File: src/rtl/mcu_pkg.sv
// Shared types and constants for the mcu_processor accumulator core.
// Optional HALT behaviour is selected by the MCU_HALT_EN macro in the top level.
package mcu_pkg;

    localparam int DATA_W = 8;
    localparam int NREGS  = 16;

    typedef enum logic [3:0] {
        OP_NOP   = 4'h0,
        OP_LDI   = 4'h1,
        OP_LDH   = 4'h2,
        OP_ADD   = 4'h3,
        OP_SUB   = 4'h4,
        OP_AND   = 4'h5,
        OP_OR    = 4'h6,
        OP_XOR   = 4'h7,
        OP_ST    = 4'h8,
        OP_LD    = 4'h9,
        OP_ADDI  = 4'hA,
        OP_UNARY = 4'hB,
        OP_JMP   = 4'hC,
        OP_JZ    = 4'hD,
        OP_JC    = 4'hE,
        OP_HALT  = 4'hF
    } opcode_e;

    localparam logic [1:0] UOP_SHL = 2'd0;
    localparam logic [1:0] UOP_SHR = 2'd1;
    localparam logic [1:0] UOP_NOT = 2'd2;
    localparam logic [1:0] UOP_CLR = 2'd3;

    typedef enum logic {
        PH_FETCH = 1'b0,
        PH_EXEC  = 1'b1
    } phase_e;

    // Immediate operand ops take the zero-extended low nibble instead of R[n].
    function automatic logic uses_imm(input opcode_e op);
        return (op == OP_LDI) || (op == OP_LDH) || (op == OP_ADDI);
    endfunction

endpackage

File: src/rtl/mcu_alu.sv
// Combinational ALU: computes the new accumulator value and carry for one opcode.
module mcu_alu
    import mcu_pkg::*;
#(
    parameter int W = DATA_W
) (
    input  opcode_e        op_i,
    input  logic [1:0]     sub_op_i,
    input  logic [W-1:0]   acc_i,
    input  logic [W-1:0]   operand_i,
    output logic [W-1:0]   result_o,
    output logic           carry_o,
    output logic           carry_we_o,
    output logic           acc_we_o
);

    logic [W:0] sum_s;

    assign sum_s = {1'b0, acc_i} + {1'b0, operand_i};

    // Opcode decode into result, carry and write strobes.
    always_comb begin
        result_o   = acc_i;
        carry_o    = 1'b0;
        carry_we_o = 1'b0;
        acc_we_o   = 1'b0;
        case (op_i)
            OP_LDI, OP_LD: begin
                result_o = operand_i;
                acc_we_o = 1'b1;
            end
            OP_LDH: begin
                result_o = {operand_i[3:0], acc_i[W-5:0]};
                acc_we_o = 1'b1;
            end
            OP_ADD, OP_ADDI: begin
                result_o   = sum_s[W-1:0];
                carry_o    = sum_s[W];
                carry_we_o = 1'b1;
                acc_we_o   = 1'b1;
            end
            OP_SUB: begin
                result_o   = acc_i - operand_i;
                carry_o    = (acc_i < operand_i);
                carry_we_o = 1'b1;
                acc_we_o   = 1'b1;
            end
            OP_AND: begin
                result_o = acc_i & operand_i;
                acc_we_o = 1'b1;
            end
            OP_OR: begin
                result_o = acc_i | operand_i;
                acc_we_o = 1'b1;
            end
            OP_XOR: begin
                result_o = acc_i ^ operand_i;
                acc_we_o = 1'b1;
            end
            OP_UNARY: begin
                acc_we_o = 1'b1;
                case (sub_op_i)
                    UOP_SHL: begin
                        result_o   = {acc_i[W-2:0], 1'b0};
                        carry_o    = acc_i[W-1];
                        carry_we_o = 1'b1;
                    end
                    UOP_SHR: begin
                        result_o   = {1'b0, acc_i[W-1:1]};
                        carry_o    = acc_i[0];
                        carry_we_o = 1'b1;
                    end
                    UOP_NOT: result_o = ~acc_i;
                    UOP_CLR: result_o = {W{1'b0}};
                    default: result_o = acc_i;
                endcase
            end
            default: result_o = acc_i;
        endcase
    end

endmodule

File: src/rtl/mcu_processor.sv
// 8-bit accumulator core: two-cycle FETCH/EXEC sequencer, 16-entry register file, PC.
// Define MCU_HALT_EN to make opcode 0xF freeze the core until reset; otherwise it is a NOP.
module mcu_processor #(
    parameter int DATA_W = mcu_pkg::DATA_W,
    parameter int NREGS  = mcu_pkg::NREGS
) (
    input  logic              clk,
    input  logic              clb,
    input  logic [DATA_W-1:0] instruction,
    output logic [DATA_W-1:0] pc,
    output logic [DATA_W-1:0] acc
);

    import mcu_pkg::*;

    logic [DATA_W-1:0] pc_q, pc_d;
    logic [DATA_W-1:0] acc_q, acc_d;
    logic [DATA_W-1:0] ir_q, ir_d;
    logic              c_q, c_d;
    logic              z_q, z_d;
    logic              halted_q, halted_d;
    phase_e            phase_q, phase_d;
    logic [DATA_W-1:0] rf_q [NREGS];

    opcode_e           op_s;
    logic [3:0]        n_s;
    logic [DATA_W-1:0] rf_rd_s;
    logic [DATA_W-1:0] operand_s;
    logic [DATA_W-1:0] pc_inc_s;
    logic [DATA_W-1:0] alu_result_s;
    logic              alu_carry_s;
    logic              alu_carry_we_s;
    logic              alu_acc_we_s;
    logic              rf_we_s;

    assign op_s      = opcode_e'(ir_q[7:4]);
    assign n_s       = ir_q[3:0];
    assign rf_rd_s   = rf_q[n_s];
    assign operand_s = uses_imm(op_s) ? {{(DATA_W-4){1'b0}}, n_s} : rf_rd_s;
    assign pc_inc_s  = pc_q + {{(DATA_W-1){1'b0}}, 1'b1};

    mcu_alu #(.W(DATA_W)) u_alu (
        .op_i       (op_s),
        .sub_op_i   (n_s[1:0]),
        .acc_i      (acc_q),
        .operand_i  (operand_s),
        .result_o   (alu_result_s),
        .carry_o    (alu_carry_s),
        .carry_we_o (alu_carry_we_s),
        .acc_we_o   (alu_acc_we_s)
    );

    // Next-state: latch IR in FETCH, commit ALU/flags/PC/register write in EXEC.
    always_comb begin
        pc_d     = pc_q;
        acc_d    = acc_q;
        ir_d     = ir_q;
        c_d      = c_q;
        z_d      = z_q;
        halted_d = halted_q;
        phase_d  = phase_q;
        rf_we_s  = 1'b0;
        if (halted_q) begin
            phase_d = PH_FETCH;
        end else if (phase_q == PH_FETCH) begin
            ir_d    = instruction;
            phase_d = PH_EXEC;
        end else begin
            phase_d = PH_FETCH;
            pc_d    = pc_inc_s;
            if (alu_acc_we_s) begin
                acc_d = alu_result_s;
                z_d   = (alu_result_s == {DATA_W{1'b0}});
            end else begin
                acc_d = acc_q;
            end
            if (alu_carry_we_s) begin
                c_d = alu_carry_s;
            end else begin
                c_d = c_q;
            end
            // Branch conditions use the flags as they stood before this EXEC.
            case (op_s)
                OP_ST:  rf_we_s = 1'b1;
                OP_JMP: pc_d    = rf_rd_s;
                OP_JZ:  pc_d    = z_q ? rf_rd_s : pc_inc_s;
                OP_JC:  pc_d    = c_q ? rf_rd_s : pc_inc_s;
`ifdef MCU_HALT_EN
                OP_HALT: begin
                    halted_d = 1'b1;
                    pc_d     = pc_q;
                end
`endif
                default: rf_we_s = 1'b0;
            endcase
        end
    end

    // State registers with synchronous active-low reset.
    always_ff @(posedge clk) begin
        if (!clb) begin
            pc_q     <= {DATA_W{1'b0}};
            acc_q    <= {DATA_W{1'b0}};
            ir_q     <= {DATA_W{1'b0}};
            c_q      <= 1'b0;
            z_q      <= 1'b0;
            halted_q <= 1'b0;
            phase_q  <= PH_FETCH;
            for (int i = 0; i < NREGS; i++) begin
                rf_q[i] <= {DATA_W{1'b0}};
            end
        end else begin
            pc_q     <= pc_d;
            acc_q    <= acc_d;
            ir_q     <= ir_d;
            c_q      <= c_d;
            z_q      <= z_d;
            halted_q <= halted_d;
            phase_q  <= phase_d;
            if (rf_we_s) begin
                rf_q[n_s] <= acc_q;
            end
        end
    end

    assign pc  = pc_q;
    assign acc = acc_q;

endmodule

File: config.mk
export PLATFORM = sky130hd
export DESIGN_NAME = mcu_processor
export DESIGN_NICKNAME = d
export VERILOG_FILES = /design/src/rtl/mcu_pkg.sv /design/src/rtl/mcu_alu.sv /design/src/rtl/mcu_processor.sv
export SDC_FILE = /design/constraint.sdc
export NUM_CORES = 1
export LEC_CHECK = 0
export CAP_MARGIN = 20
export CELL_PAD_IN_SITES_DETAIL_PLACEMENT = 0
export CELL_PAD_IN_SITES_GLOBAL_PLACEMENT = 1
export CORE_ASPECT_RATIO = 1.4
export CORE_MARGIN = 5
export CORE_UTILIZATION = 51
export DETAILED_ROUTE_END_ITERATION = 16
export HOLD_SLACK_MARGIN = 0.06
export PLACE_DENSITY_LB_ADDON = 0.2
export SYNTH_ARGS = -nofsm -noshare
export SYNTH_HDL_FRONTEND = slang
export SYNTH_HIERARCHICAL = 1
export SYNTH_SLANG_ARGS = --single-unit
File: constraint.sdc
create_clock -name clk -period 4.97 [get_ports clk]
set_clock_uncertainty 0.15 [all_clocks]
set_input_delay 0.994 -clock clk [delete_from_list [all_inputs] [get_ports clk]]
set_output_delay 0.994 -clock clk [all_outputs]
set_load 0.005 [all_outputs]
Word-level counts from Yosys, hierarchy flattened. Memory sizes are Yosys's and may differ from the RTL's. A register that Yosys moved wholly into a read port is not among the register bits. Cells that the tools add are included.

$add $sub $neg: 3. Magnitude comparators: 1. Equality and inequality tests: 17. Multiplexer cells: 23. Bitwise logic cells: 4. Reduce and logical (&&, ||, !) cells: 12.

Operators by type and width (count): $pmux 8 s8 (1); $mux 8 (4); $pmux 8 s4 (1); $eq 4x4->1 const B (7); $pmux 8 s3 (1); $eq 4x3->1 const B (4); $mux 4 (3); $mux 1 (10); $reduce_or 10->1 (1); $add 8x8->9 (1); $add 8x1->8 const B (1); $and 8x8->8 (1); $eq 4x2->1 const B (2); $logic_not 8->1 (1); $lt 8x8->1 (1); $not 8->8 (1); $or 8x8->8 (1); $reduce_or 8->1 (1); $sub 8x8->8 (1); $xor 8x8->8 (1); $reduce_or 2->1 (3); $eq 2x2->1 const B (2); $eq 4x1->1 const B (1); $pmux 1 s2 (2); other kinds (6) (8).

Register bits: 27. Memory bits (writable): 128. Input port bits: 10. Output and inout port bits: 16. Word-level logic and storage cells: 67. Memories kept: 1.

Memories: rf_q (words 16, width 8, read ports 1, clocked after Yosys merged registers in 1, wr ports 16, RTL line mcu_processor.sv:23) `logic [DATA_W-1:0] rf_q [NREGS];`.

Longest topological paths before layout. Gate-level depths: netlist of the first run.

Word-level depth: 8. Mapped depth: 20. Depth with buffers taken out: 17.

Cells and area by module. The synthesis of the first run kept the hierarchy.

By module, submodules not included: mcu_processor (times used 1, cells each 540, area an instance 7338.3 um^2); mcu_alu (times used 1, cells each 250, area an instance 1687.9 um^2).

Worst setup path before layout of the first run. Ideal clock, no wire load.

Kind: reg2reg. Start point: register with a tool-made name. End point: register z_q. Arrival time: 3.526 ns. Data required time: 4.750 ns. Path slack: 1.223 ns. Cell stages (with the launch flop): 20. Clock period less this slack: 3.747 ns. Path through: dfxtp_1 -> buf_6 -> buf_12 -> buf_8 -> buf_2 -> mux4_2 -> a22oi_1 -> nand3_1 -> mux2_2 -> ha_1 -> fa_1 -> a21oi_1 -> o22ai_1 -> o311a_1 -> nor2_1 -> a32o_1 -> a21oi_2 -> nor4_1 -> nand4_1 -> a21oi_1.

RTL lines: end signal, assigned (RTL line mcu_processor.sv:117) `z_q <= z_d;`; end, declared (RTL line mcu_processor.sv:20) `logic z_q, z_d;`.

==> results of run 1 <==
## cell usage after synthesis (2+ instances only)
master	instances
and2_1	130
edfxtp_1	128
nor2_1	54
nand2_1	38
a21oi_1	35
o21ai_0	32
dfxtp_1	31
nand3_1	29
inv_1	28
ha_1	26
mux2i_1	24
clkbuf_1	22
mux4_1	21
buf_2	16
nand2b_1	15
nor3_1	12
o22ai_1	12
a31oi_1	11
mux4_2	11
mux2_2	10
nor2b_1	10
a22oi_1	8
a211oi_1	7
a221oi_1	4
and3_1	4
nand3b_1	4
or3_1	4
xnor2_1	4
buf_4	3
nand4b_1	3
nor4_1	3
a32o_1	2
a32oi_1	2
a41oi_1	2
fa_1	2
o21a_1	2
o21bai_1	2
o221ai_1	2
xor2_1	2
## metrics by stage
step	instances	power, mW	setup WS (ns)
2_1_floorplan	790	1.90	1.22
3_3_place_gp	1042	2.07	0.519
3_5_place_dp	1042	2.08	0.553
4_1_cts	1074	3.35	0.519
5_1_grt	1075	3.46	0.211
6_report	1075	3.34	0.533
## sequential cells by signal (all words and copies together) (netlist names), named ones only
register / count
acc: 8
c_q: 1
ir_q: 8
pc: 8
phase_q: 1
rf_q: 128
z_q: 1
## critical path, cell delays in order, from the launching register on
cell	delay, ns
dfxtp_1	0.52
buf_4	0.27
mux4_2	0.57
nand3_1	0.12
nand3_1	0.19
mux2_2	0.36
ha_1	0.24
fa_1	0.40
a21oi_1	0.22
o22ai_1	0.12
o311a_1	0.34
nor2_1	0.10
a32o_1	0.24
a21oi_2	0.09
nor4_1	0.17
nand4_1	0.12
a21oi_1	0.14
## layout make-up
type / instances / area share
Timing Repair Buffer: 64 / 0.0544
Inverter: 28 / 0.0103
Clock buffer: 21 / 0.0473
Clock inverter: 11 / 0.00992
Multi-Input combinational cell: 556 / 0.412
Tap cell: 236 / 0.0289
Sequential cell: 159 / 0.437
## kinds of logic (layout without fill, tap and decap cells)
| kind of cell | after synthesis | after routing |
|---|---|---|
| buf+inv | 75 | 124 |
| flops | 159 | 159 |
| simple gates | 318 | 318 |
| compound gates | 137 | 137 |
| fa+ha+maj | 28 | 28 |
| mux | 67 | 67 |
| xor+xnor | 6 | 6 |
## path summary, 6_finish.rpt
check,end,depth (start not counted)
max,z_q,16
min,c_q,2
max reg2reg,z_q,16
min reg2reg,c_q,2
## where the power goes
group          switching (mW)  internal (mW)  total, mW
logic                   0.337          0.214      0.550
clock network           0.522          0.753       1.27
registers              0.0349           1.48       1.52
## routing by layer
layer	track usage	up-vias	part of all wire
li1	-	2984	-
met1	0.274	3212	0.36
met2	0.448	240	0.53
met3	0.0415	88	0.050
met4	0.158	0	0.066
met5	0	-	0
==> impl_metrics.ini, run 1 <==
[cells_and_area]
layout-drive-gt1-share = 0.122
multiInputGateArea_mm2 = 0.00421
fill_cells = 1438
utilization = 0.587
layout_common_cells = 130 x and2_1, 128 x edfxtp_1, 54 x nor2_1, 38 x nand2_1, 38 x buf_4
diodes = 0
final_nets = 864
seqCellArea_mm2 = 0.00446
layout_commonest_cell = and2_1
design_area_mm2 = 0.0102
area_growth_pct = 13.2

[logic_synthesis]
seq_area_frac_synth = 0.495
postSynthAreaPerCell_um2 = 11.4
netlist.area_leader.share = 0.426
synthSimpleGateAreaFrac = 0.193
synth_area_mm2 = 0.00903
synth_cells = 790
synth_top_family_by_area = simple AND/OR/NAND/NOR gates
synth_seq_cells = 159
synth_compound_area_frac = 0.0977
synthMuxAreaShare = 0.129
synth_warnings = 6
synthArstFlopShare = 0
synth_fp_nets = 828
synth_xor_area_frac = 0.00582
synth_edf_count = 128
synth_adder_area_share = 0.0405
yosysTopAreaCell = edfxtp_1
dominantRegCellSynth = edfxtp_1
synth_cell_types = 74
synth_area_leaders = edfxtp_1 43%, and2_1 9.0%, dfxtp_1 6.9%

[global_route]
grt_max_degree = 41
antenna_found_initial = 0
grt_pass1_vias = 6694
overflow = 0
grtUsageTotal = 0.252
grt_pass1_wl_um = 38300

[placed_design]
post-dp-hpwl_um = 17500
gp_congestion = 0.949
dpl_cell_area_mm2 = 0.00962
io_buffers = 25

[clocking]
numCtsBuffers = 17
clock-sinks = 159
cts.path.max_buffers = 2
htreeDepth = 4
insertion_delay_ns = 0.43
clock-root-buffer = clkbuf_16
cts_tree = done
hold_buffers = 0
cts_setup_buffers = 0
path_clk_slew_ns = 0.07
post_cts_resized = 0

[drt]
routed_wl_um = 24900
drcViolationCount = 0
vias = 6524
firstDrtPassIters = 6
ant_nets = 0
initialDrtViolationCount = 561
wire_per_inst_um = 23.2
viasPerCell = 6.07

[sta]
maxSlewViolCount = 0
relSlewSlack = 0.495
worstMarginPinSlew_ns = 0.755
hold_ws_ns = 0.317
finalHoldViolations = 0
tns_ns = 0
timing.final.crit_share = 0.893
rsz0062_at_grt = no
period_minus_slack_ns = 4.44
final-setup-viol-count = 0
max_freq_mhz = 225

[setup_path]
crit_path_end_kind = flop
path_max_fanout = 8
r2r_slack_ns = 0.53
cp.arrival_ns = 4.65
crit_type = flop to flop
worstPathRequired_ns = 5.18
startpoint_type = flop

[die]
rows = 57
core_mm2 = 0.0174
die_w_um = 122
dieHeight_um = 167
dieArea_mm2 = 0.0205
initial_core_util = 0.519
ios = 26

[pwr]
ir_worst_vdd_mv = 0.226
p_leak_nw = 3.78
power_density_mw_per_mm2 = 327

[min_path]
hp-start = c_q
hp-class = flop to flop

[status]
status = finished, final reports clean

[run]
drv_cap = 0
Power figures use the tool's default switching activity.
==> run 2: changes to the inputs <==
--- a/config.mk
+++ b/config.mk
@@ -5,7 +5,6 @@
 export SDC_FILE = /design/constraint.sdc
 export NUM_CORES = 1
 export LEC_CHECK = 0
-export CAP_MARGIN = 20
 export CELL_PAD_IN_SITES_DETAIL_PLACEMENT = 0
 export CELL_PAD_IN_SITES_GLOBAL_PLACEMENT = 1
 export CORE_ASPECT_RATIO = 1.4
==> run 2 against run 1 <==
Net effect: utilization is essentially flat; worst setup slack worse by 0.078 ns; sequential power hardly changed; sequential share of layout area is essentially flat; maximum frequency fell by 1.7%; critical path type unchanged; critical endpoint unchanged.
==> impl_metrics.ini, run 2 (synthesis gave the netlist of run 1 again) <==
[sta]
hold_ws_ns = 0.317
relSlewSlack = 0.242
timing.final.crit_share = 0.908
tns_ns = 0
final-setup-viol-count = 0
finalHoldViolations = 0
maxSlewViolCount = 0
period_minus_slack_ns = 4.52
max_freq_mhz = 221
worstMarginPinSlew_ns = 1.14
fin_ws_ns = 0.455
rsz0062_at_grt = no

[drt]
vias = 6500
wire_per_inst_um = 23.1
ant_nets = 0
firstDrtPassIters = 5
initialDrtViolationCount = 482
routed_wl_um = 24800
viasPerCell = 6.05
drcViolationCount = 0

[status]
status = finished, final reports clean

[setup_path]
crit_buf_inv = 1
cp_cell_sequence = buf_4 > mux4_2 > nand3_1 > nand3_1 > mux2_2 > ha_1 > fa_1 > a21oi_1 > o22ai_1 > o311a_1 > nor2_1 > a32o_1 > a21oi_2 > nor4_1 > nand4_1 > a21oi_1
crit_type = flop to flop
max_stage_delay_ns = 0.57
crit_path_end_kind = flop
path_delay_family = compound AO/OA/AOI/OAI gates
path_max_fanout = 8
worstPathRequired_ns = 5.18
crit_slowest_cell = mux4_2
cp.arrival_ns = 4.73
startpoint_type = flop

[clocking]
post_cts_resized = 0
htreeDepth = 4
clock-root-buffer = clkbuf_16
insertion_delay_ns = 0.43
numCtsBuffers = 17
cts_tree = done
cts_setup_buffers = 0
clock-sinks = 159
path_clk_slew_ns = 0.07
hold_buffers = 0
cts.path.max_buffers = 2

[pwr]
p_leak_nw = 3.78
netSwitchingFraction = 0.267
power_density_mw_per_mm2 = 327
p_comb_frac = 0.164
p_clk_frac = 0.382
ir_worst_vdd_mv = 0.226
pwr-share-seq = 0.454
intPower_mw = 2.45
p_switching_mw = 0.893

[die]
ios = 26
dieArea_mm2 = 0.0205
initial_core_util = 0.519
die_w_um = 122
core_mm2 = 0.0174
dieHeight_um = 167
rows = 57

[cells_and_area]
layout_common_cells = 130 x and2_1, 128 x edfxtp_1, 54 x nor2_1, 38 x nand2_1, 37 x buf_4
largest_reg_flops = 128
final_nets = 863
layout_commonest_cell = and2_1
area_growth_pct = 13.1
instances_no_fill = 1074
diodes = 0
layout-drive-gt1-share = 0.121
regMostFlops = rf_q

[global_route]
antenna_found_initial = 0
overflow = 0
grt_pass1_vias = 6694
grt_pass1_wl_um = 38300
grt_max_degree = 41
grtUsageTotal = 0.252

[placed_design]
dpl.cell_count = 1042
place_ws_ns = 0.553
post-dp-hpwl_um = 17500
gp_congestion = 0.949
io_buffers = 25

[run]
drv_cap = 0

[min_path]
hp-class = flop to flop
run 2: cell types whose count changed in the layout (fill, tap and decap cells not counted):
cell	delta
buf_4	-1
run 2: through the flow:
stage | power, mW | utilization | cell area, µm²
floorplan | 1.90 | - | 9030
global placement | 2.07 | 0.553 | 9620
detailed placement | 2.08 | 0.553 | 9620
CTS | 3.35 | 0.586 | 10200
global route | 3.46 | 0.586 | 10200
finish | 3.34 | 0.586 | 10200
run 2: power by group through the flow:
stage	Combinational (mW)	Clock, mW	Sequential, mW
after floorplan	0.364	0	1.53
after global placement	0.529	0	1.54
after detailed placement	0.538	0	1.55
after CTS	0.542	1.29	1.52
after global routing	0.589	1.35	1.52
final	0.549	1.28	1.52
run 2: worst paths after layout:
check             startpoint   to  slack, ns  depth (start not counted)
setup reg to reg        flop  z_q       0.45                         16
setup / recovery        flop  z_q       0.45                         16
hold reg to reg          c_q  c_q       0.32                          2
hold / removal           c_q  c_q       0.32                          2
run 2: area by class of cell:
cell class                      count  area, µm²
Fill cell                        1440       7200
Sequential cell                   159       4460
Multi-Input combinational cell    556       4210
Timing Repair Buffer               63        548
Clock buffer                       21        483
Tap cell                          236        295
Inverter                           28        105
Clock inverter                     11        101
run 2: metal layers:
metal	vias up	GRT usage	wire [µm]
met1	3181	0.274	8830
met2	243	0.448	13100
met4	0	0.158	1680
met5	-	0	0
li1	2983	-	-
met3	93	0.0415	1200
run 2: worst register-to-register path, cell delays in order (launching register included):
cell and delay [ns]:
dfxtp_1 0.53, buf_4 0.27, mux4_2 0.57, nand3_1 0.12
nand3_1 0.20, mux2_2 0.36, ha_1 0.24, fa_1 0.41
a21oi_1 0.22, o22ai_1 0.13, o311a_1 0.34, nor2_1 0.10
a32o_1 0.24, a21oi_2 0.10, nor4_1 0.20, nand4_1 0.13
a21oi_1 0.17
==> run 3: changes to the inputs <==
--- a/config.mk
+++ b/config.mk
@@ -5,11 +5,9 @@
 export SDC_FILE = /design/constraint.sdc
 export NUM_CORES = 1
 export LEC_CHECK = 0
-export CELL_PAD_IN_SITES_DETAIL_PLACEMENT = 0
-export CELL_PAD_IN_SITES_GLOBAL_PLACEMENT = 1
 export CORE_ASPECT_RATIO = 1.4
 export CORE_MARGIN = 5
-export CORE_UTILIZATION = 51
+export CORE_UTILIZATION = 62
 export DETAILED_ROUTE_END_ITERATION = 16
 export HOLD_SLACK_MARGIN = 0.06
 export PLACE_DENSITY_LB_ADDON = 0.2
==> run 3 against run 2 <==
Net effect: register-to-register slack worse by 0.06 ns; global-route usage grew 5.5 points; largest cell class unchanged; critical path depth decreased by 1; final area is 0.28% lower; sequential share of layout area is 0.12 points higher; sequential cell count stayed put.
==> impl_metrics.ini, run 3 (synthesis gave the netlist of run 1 again) <==
[global_route]
grt_pass1_wl_um = 39600
grt_pass1_vias = 6861
grt_max_degree = 42
grtUsageTotal = 0.307
overflow = 0
antenna_found_initial = 0

[pwr]
p_comb_frac = 0.158
intPower_mw = 2.50
ir_worst_vdd_mv = 0.230
p_switching_mw = 0.943
power_density_mw_per_mm2 = 339
netSwitchingFraction = 0.274
p_clk_frac = 0.400
pwr-share-seq = 0.442
p_leak_nw = 3.78

[drt]
viasPerCell = 6.57
drcViolationCount = 0
ant_nets = 0
wire_per_inst_um = 25.3
routed_wl_um = 25900
initialDrtViolationCount = 711
firstDrtPassIters = 5
vias = 6732

[sta]
worstMarginPinSlew_ns = 1.16
relSlewSlack = 0.224
maxSlewViolCount = 0
fin_ws_ns = 0.392
finalHoldViolations = 0
rsz0062_at_grt = no
timing.final.crit_share = 0.921
max_freq_mhz = 218
period_minus_slack_ns = 4.58
final-setup-viol-count = 0
tns_ns = 0

[die]
core_mm2 = 0.0144
dieArea_mm2 = 0.0171
initial_core_util = 0.628
dieHeight_um = 153
rows = 52
ios = 26
die_w_um = 112

[placed_design]
gp_congestion = 1.02
post-dp-hpwl_um = 18100
io_buffers = 25
place_ws_ns = 0.496

[clocking]
insertion_delay_ns = 0.42
post_cts_resized = 0
cts_setup_buffers = 0
cts_tree = done
path_clk_slew_ns = 0.07
hold_buffers = 0
numCtsBuffers = 17
htreeDepth = 4
clock-sinks = 159
clock-root-buffer = clkbuf_16
cts.path.max_buffers = 2

[setup_path]
crit_type = flop to flop
worstPathRequired_ns = 5.16
path_max_fanout = 8
crit_slowest_cell = dfxtp_1
max_stage_delay_ns = 0.55
crit_path_end_kind = flop
startpoint_type = flop
cp.arrival_ns = 4.77
cp_cell_sequence = buf_4 > mux4_2 > nand3_1 > nand3_1 > mux2_2 > ha_1 > fa_1 > a21oi_1 > o21ai_0 > a211oi_1 > a31oi_1 > o22a_1 > nor4_1 > nand4_1 > a21oi_1

[run]
drv_cap = 0

[cells_and_area]
layout-drive-gt1-share = 0.120
layout_commonest_cell = and2_1
area_growth_pct = 12.8
layout_common_cells = 130 x and2_1, 128 x edfxtp_1, 54 x nor2_1, 38 x nand2_1
regMostFlops = rf_q
diodes = 0
largest_reg_flops = 128
final_nets = 861

[min_path]
hp-class = flop to flop

[status]
status = finished, final reports clean
run 3: area by class of cell:
cell class	instances	area (µm²)
flip-flops and latches	159	4460
multi-input cells	556	4210
fillers	1006	4200
repair buffers	61	533
clock buffers	17	425
well taps	189	236
clock inverters	15	204
inverters	28	105
run 3: path summary, 6_finish.rpt:
kind | start | end | slack [ns] | depth (start not counted)
setup / recovery | flop | z_q | 0.39 | 15
hold / removal | c_q | c_q | 0.32 | 2
setup reg to reg | flop | z_q | 0.39 | 15
hold reg to reg | c_q | c_q | 0.32 | 2
run 3: through the flow:
stage	cells	hold slack, ns	instance area, µm²	total power [mW]	utilization
finish	1025	0.318	10200	3.45	0.708
global route	1025	0.344	10200	3.56	0.708
CTS	1025	0.313	10200	3.44	0.708
detailed placement	993	0.303	9550	2.08	0.664
global placement	993	0.302	9550	2.06	0.664
floorplan	790	0.287	9030	1.90	-
run 3: power groups by stage:
stage | sequential, mW | clock, mW | combinational [mW]
3_5_place_dp | 1.55 | 0 | 0.529
3_3_place_gp | 1.55 | 0 | 0.517
6_report | 1.52 | 1.38 | 0.544
2_1_floorplan | 1.53 | 0 | 0.364
4_1_cts | 1.52 | 1.38 | 0.532
5_1_grt | 1.53 | 1.45 | 0.579
run 3: layer usage:
metal  vias up  share of wire  wire length [µm]  global-route usage
li1       2981              -                 -                   -
met1      3251           0.33              8600               0.333
met2       399           0.53             13800               0.558
met3       101          0.066              1700              0.0397
met4         0          0.068              1760               0.192
met5         -              0                 0                   0
run 3: worst max-delay path: cells and delay by family (launching register included):
| family | cells | cell delay, ns |
|---|---|---|
| AOI/OAI and AO/OA | 6 | 1.23 |
| adders and majority gates | 2 | 0.68 |
| buffers and inverters | 1 | 0.29 |
| DFF | 1 | 0.55 |
| muxes | 2 | 0.87 |
| and+or+nand+nor | 4 | 0.74 |
==> patch 1, RTL diff (config.mk and constraints of run 1) <==
The package constant `NREGS` goes from 16 to 8.
--- a/src/rtl/mcu_pkg.sv
+++ b/src/rtl/mcu_pkg.sv
@@ -5,3 +5,3 @@
     localparam int DATA_W = 8;
-    localparam int NREGS  = 16;
+    localparam int NREGS  = 8;
 
Check against the original RTL: not equivalent (a bounded check fails within 10 cycles, from zero or initial values).
==> patch 1 against run 1 <==
  * Final cell count fell by 29%
  * Sequential cell count shrank 65
  * Sequential share of layout area shrank 6.3 points
  * Sequential power is 41% lower
  * Area after synthesis decreased by 33%
  * Design area decreased by 34%
  * Total power fell by 40%
  * Utilization down 1.4 points
  * Non-clock buffer count is 24 lower
  * Setup slack better by 87 ps
  * Critical path depth down 1
  * Combinational power fell by 24%
  * Wire length fell by 31%
  * Critical endpoint unchanged
  * Largest cell class is now multi-input gates
==> patch 1: results (changes against run 1) <==
- The count of different cell masters after synthesis is 75 (+1.4%).
- The number of violations reported at the end of detailed-routing iteration 0 came to 323 (-42%).
- The ratio of cells with drive above 1 in the final layout is 12.3% (+0.16 points).
- The global-route wire length before repair came to 26,400 µm (-31%).
- The number of nets in the final layout came to 650 (-25%).
- The wire length on met1 is 6400 µm (-28%).
- The number of global-route vias before repair is 4,864 (-27%).
- The synthesized netlist net count is 635 (-23%).
- The number of enable flip-flop cells after synthesis is 64 (-50%).
- The flow ran to the end, and the final reports show no timing, DRC or antenna violations.
- The detailed-router iteration count before antenna repair is 5 (-1).
- The count of cells along the worst register-to-register path came to 15 (-1).
- The largest net degree at the start of global routing came to 39 (-4.9%).
- The post-synthesis sequential area ratio is 41.6% (-7.9 points).
- The synthesis warning total was 6 (unchanged).
- The slack of the worst reg-to-reg path came to 620 ps (+90 ps).
- The normalized max-slew margin is 37.4% (-12 points).
- The length of routed met3 wiring is 795 µm (-37%).
- The number of vias per cell after detailed routing was 6.30 (+3.8%).
- The H-tree level count is 3 (-1).
- The largest vdd supply drop is 181 µV (-20%).
- The all-layer global routing usage is 24.8% (-0.42 points).
- The met2 wire length came to 9130 µm (-30%).
- The average routed wire per standard cell came to 22.6 µm (-2.4%).
- By area the synthesized netlist is led by edfxtp_1, dfxtp_1, and2_1.
- The number of buffers added by the clock tree synthesis step was 9 (-8).
- The arrival time of the worst setup path is 4470 ps (-180 ps).
- The port buffer count is 25 (unchanged).
- The post-CTS repair timing setup buffer count came to 0 (unchanged).
- After synthesis, the most frequently instantiated cells are and2_1, edfxtp_1, nor2_1.
- The flip-flop count of the largest register, all copies and words added is 64 (-50%).
- The static leakage is 0.00245 µW (-35%).
- The weighted congestion reported at the end of routability-driven placement is 0.995 (+4.8%).
- The standard cell area after detailed placement is 6440 µm² (-33%).
- The detailed placement HPWL is 12,400 µm (-29%).
## patch 1: cell count changes after synthesis, sizes merged, moves of 9 or more
cell    delta
and2      -61
edfxtp    -64
mux4      -16
nand3      -9
nor2      -16
o21ai     -12
## patch 1: metal layers
layer	track usage, %	vias up
li1	-	2221
met1	27.9	2356
met2	43.6	183
met3	3.88	54
met4	13.3	0
met5	0	-
## patch 1: cell type report
class / count / area (µm²)
multi-input combinational: 438 / 3270
fill: 1045 / 5030
tap: 147 / 184
clock inverter: 6 / 50.0
clock buffer: 10 / 239
inverter: 29 / 109
sequential: 94 / 2520
timing repair buffer: 40 / 363
## patch 1: power by group
group | internal, µW | switching, µW | leakage (µW)
registers | 863 | 41.0 | 0.000906
logic | 167 | 252 | 0.00140
clock network | 361 | 309 | 0.000142
total | 1390 | 603 | 0.00245
## patch 1: worst max-delay path: stages (launching register included)
cell and delay, ps:
dfxtp_1 560, buf_4 260, mux4_2 510, mux2_2 310
mux2_2 330, inv_1 140, ha_1 270, o21bai_1 170
a21oi_1 160, a211oi_2 330, xnor2_1 110, a211oi_1 250
a21oi_1 160, nor4_1 290, nand4_1 120, a21oi_1 140
## patch 1: kinds of logic after synthesis
kind of cell / after synthesis / share of synthesized area [%]
buffers and inverters: 65 / 4.54
and+or+nand+nor: 232 / 22.1
DFF: 94 / 41.6
xor gates and xnor gates: 5 / 0.722
muxes: 47 / 11.3
AOI/OAI and AO/OA: 126 / 13.8
adders and majority gates: 28 / 6.02
## patch 1: how the worst min path moves through the flow
stage,end,slack (ps),start
2_1_floorplan,z_q$_SDFFE_PN0P_,290,z_q$_SDFFE_PN0P_
3_3_place_gp,c_q$_SDFFE_PN0P_,300,c_q$_SDFFE_PN0P_
3_5_place_dp,c_q$_SDFFE_PN0P_,310,c_q$_SDFFE_PN0P_
4_1_cts,c_q$_SDFFE_PN0P_,320,c_q$_SDFFE_PN0P_
5_1_grt,c_q$_SDFFE_PN0P_,350,c_q$_SDFFE_PN0P_
6_report,c_q$_SDFFE_PN0P_,320,c_q$_SDFFE_PN0P_
## patch 1: metrics by stage
step                      util [%]  power, µW  hold WS, ps  instances  setup slack (ps)
final                         57.3       1990          316        764               620
after global routing          57.3       2070          352        764               350
after CTS                     57.3       1990          322        764               654
after detailed placement      54.8       1330          312        748               663
after global placement        54.8       1330          301        748               669
after floorplan                  -       1200          286        597              1130
==> patch 2, RTL diff (settings of run 1) <==
Without the edit above. Remove the case item `OP_SUB` of the case on `op_i`.
--- a/src/rtl/mcu_alu.sv
+++ b/src/rtl/mcu_alu.sv
@@ -41,8 +41,2 @@
             end
-            OP_SUB: begin
-                result_o   = acc_i - operand_i;
-                carry_o    = (acc_i < operand_i);
-                carry_we_o = 1'b1;
-                acc_we_o   = 1'b1;
-            end
             OP_AND: begin
Behaviour: not the same (Yosys sat finds a counterexample within 10 cycles, from zero or initial values).
==> patch 2 against run 1 <==
  * Area after synthesis decreased by 4.1%
  * Critical path depth fell by 1
  * Utilization is 0.10 points lower
  * Wire length down 1.9%
  * Design area decreased by 3.9%
  * Sequential cell count unchanged
  * Global-route usage up 0.58 points
  * Setup slack gained 250 ps
  * Total power decreased by 3.2%
==> patch 2: results (changes against run 1) <==
- The run finished with clean final reports.
- The number of violations reported at the end of detailed-routing iteration 0 is 534 (-4.8%).
- The count of different cell masters after synthesis came to 63 (-15%).
- The number of clock-tree buffers in the layout came to 19 (-9.5%).
- The count of filler cells inserted in the layout is 1,398 (-2.8%).
- The share of final layout cell area taken by clock buffers and inverters came to 6.17% (+0.45 points).
- The power dissipated in the clock network was 1330 µW (+5%).
- The synthesized netlist net count is 759 (-8.3%).
- On the critical path, the stage with the largest delay is an instance of mux4_1.
- The number of buffers other than clock buffers in the final layout is 62 (-3.1%).
- The total power of the final layout is 3230 µW (-3.2%).
- Counting instances in the post-synthesis netlist gives the leading cell types as and2_1, edfxtp_1, nor2_1.
- The detailed-router iteration count before antenna repair is 5 (-1).
- The arrival time of the worst setup path was 4390 ps (-260 ps).
- The wire length on met1 is 8960 µm (+0.97%).
- The average routed wire per standard cell is 24.8 µm (+7.1%).
- The number of buffers added by the clock tree synthesis step is 17 (unchanged).
- The net switching power of the design came to 823 µW (-7.9%).
- The met2 layer usage reported by global route was 46.9% (+2.1 points).
- By area the synthesized netlist is led by edfxtp_1, and2_1, dfxtp_1.
- The weighted congestion reported at the end of routability-driven placement is 0.931 (-1.9%).
- The largest vdd supply drop came to 224 µV (-1.0%).
- The share of total power in combinational logic is 12.0% (-4.5 points).
- The deepest clock path buffer count came to 2 (unchanged).
- The post-synthesis sequential area ratio is 51.6% (+2.1 points).
- The met1 track demand over resource in global routing is 28.6% (+1.3 points).
- The quantity of gates resized following cts is 0 (unchanged).
- The count of cells along the worst register-to-register path is 15 (-1).
- The post-placement worst setup slack was 821 ps (+268 ps).
- The number of global-route vias before repair is 6,197 (-7.4%).
- The slew at the pin closest to its max-slew limit is 797 ps (+41.3 ps).
- The number of nets in the final layout is 797 (-7.8%).
- The number of signal-net inverters in the final layout is 25 (-11%).
- The static leakage was 0.00362 µW (-4.2%).
- The number of multi-input logic gates came to 504 (-9.4%).
- The total area of multi-input combinational cells is 3870 µm² (-8.1%).
- The global-route wire length before repair is 37,100 µm (-3.2%).
- The ratio of cells with drive above 1 in the final layout was 12.0% (-0.14 points).
- The final critical delay including setup and external delays is 4190 ps (-248 ps).
- The slack of the worst reg-to-reg path is 780 ps (+250 ps).
- The detailed placement HPWL came to 17,400 µm (-0.39%).
- The length of routed met3 wiring is 1160 µm (-8.0%).
- The number of placed cells counting well taps is 953 (-8.5%).
- The critical-path maximum fanout came to 11 (+3).
- The largest net degree at the start of global routing is 41 (unchanged).
- The count of vias placed by the detailed router is 6,096 (-6.6%).
- The synthesized area per cell is 11.8 µm² (+3.7%).
- The final-layout non-clock buffer area share is 5.38% (-0.058 points).
- The met2 wire length came to 13,200 µm (+0.41%).
- The sum of routed wire length over all layers came to 24,400 µm (-1.9%).
- The all-layer global routing usage was 25.8% (+0.58 points).
- The fraction of met3 tracks used by global routing is 4.99% (+0.85 points).
==> patch 2: changes by cell type in the layout (fill, tap and decap cells not counted), sizes merged, moves of 3 or more <==
cell    delta
a21oi     -13
nor2      -12
ha         -9
a211oi     -7
a21o       +4
inv        -4
nor3       -4
and2       -3
mux2i      +3
==> patch 2: worst paths after layout <==
kind,from,to
max,flop,z_q$_SDFFE_PN0P_
min,c_q$_SDFFE_PN0P_,c_q$_SDFFE_PN0P_
max reg2reg,flop,z_q$_SDFFE_PN0P_
min reg2reg,c_q$_SDFFE_PN0P_,c_q$_SDFFE_PN0P_
==> patch 2: cell families after synthesis <==
family	Yosys count	share of synthesized area (%)
xor gates and xnor gates	5	0.723
buffers and inverters	68	3.79
adders and majority gates	18	2.69
muxes	68	13.5
DFF	159	51.6
and+or+nand+nor	295	18.8
AOI/OAI and AO/OA	118	8.90
==> patch 2: metrics by stage <==
stage	cell area (µm²)	hold slack [ps]
floorplan	8660	287
global placement	9210	308
detailed placement	9210	311
CTS	9810	320
global route	9810	339
finish	9810	318
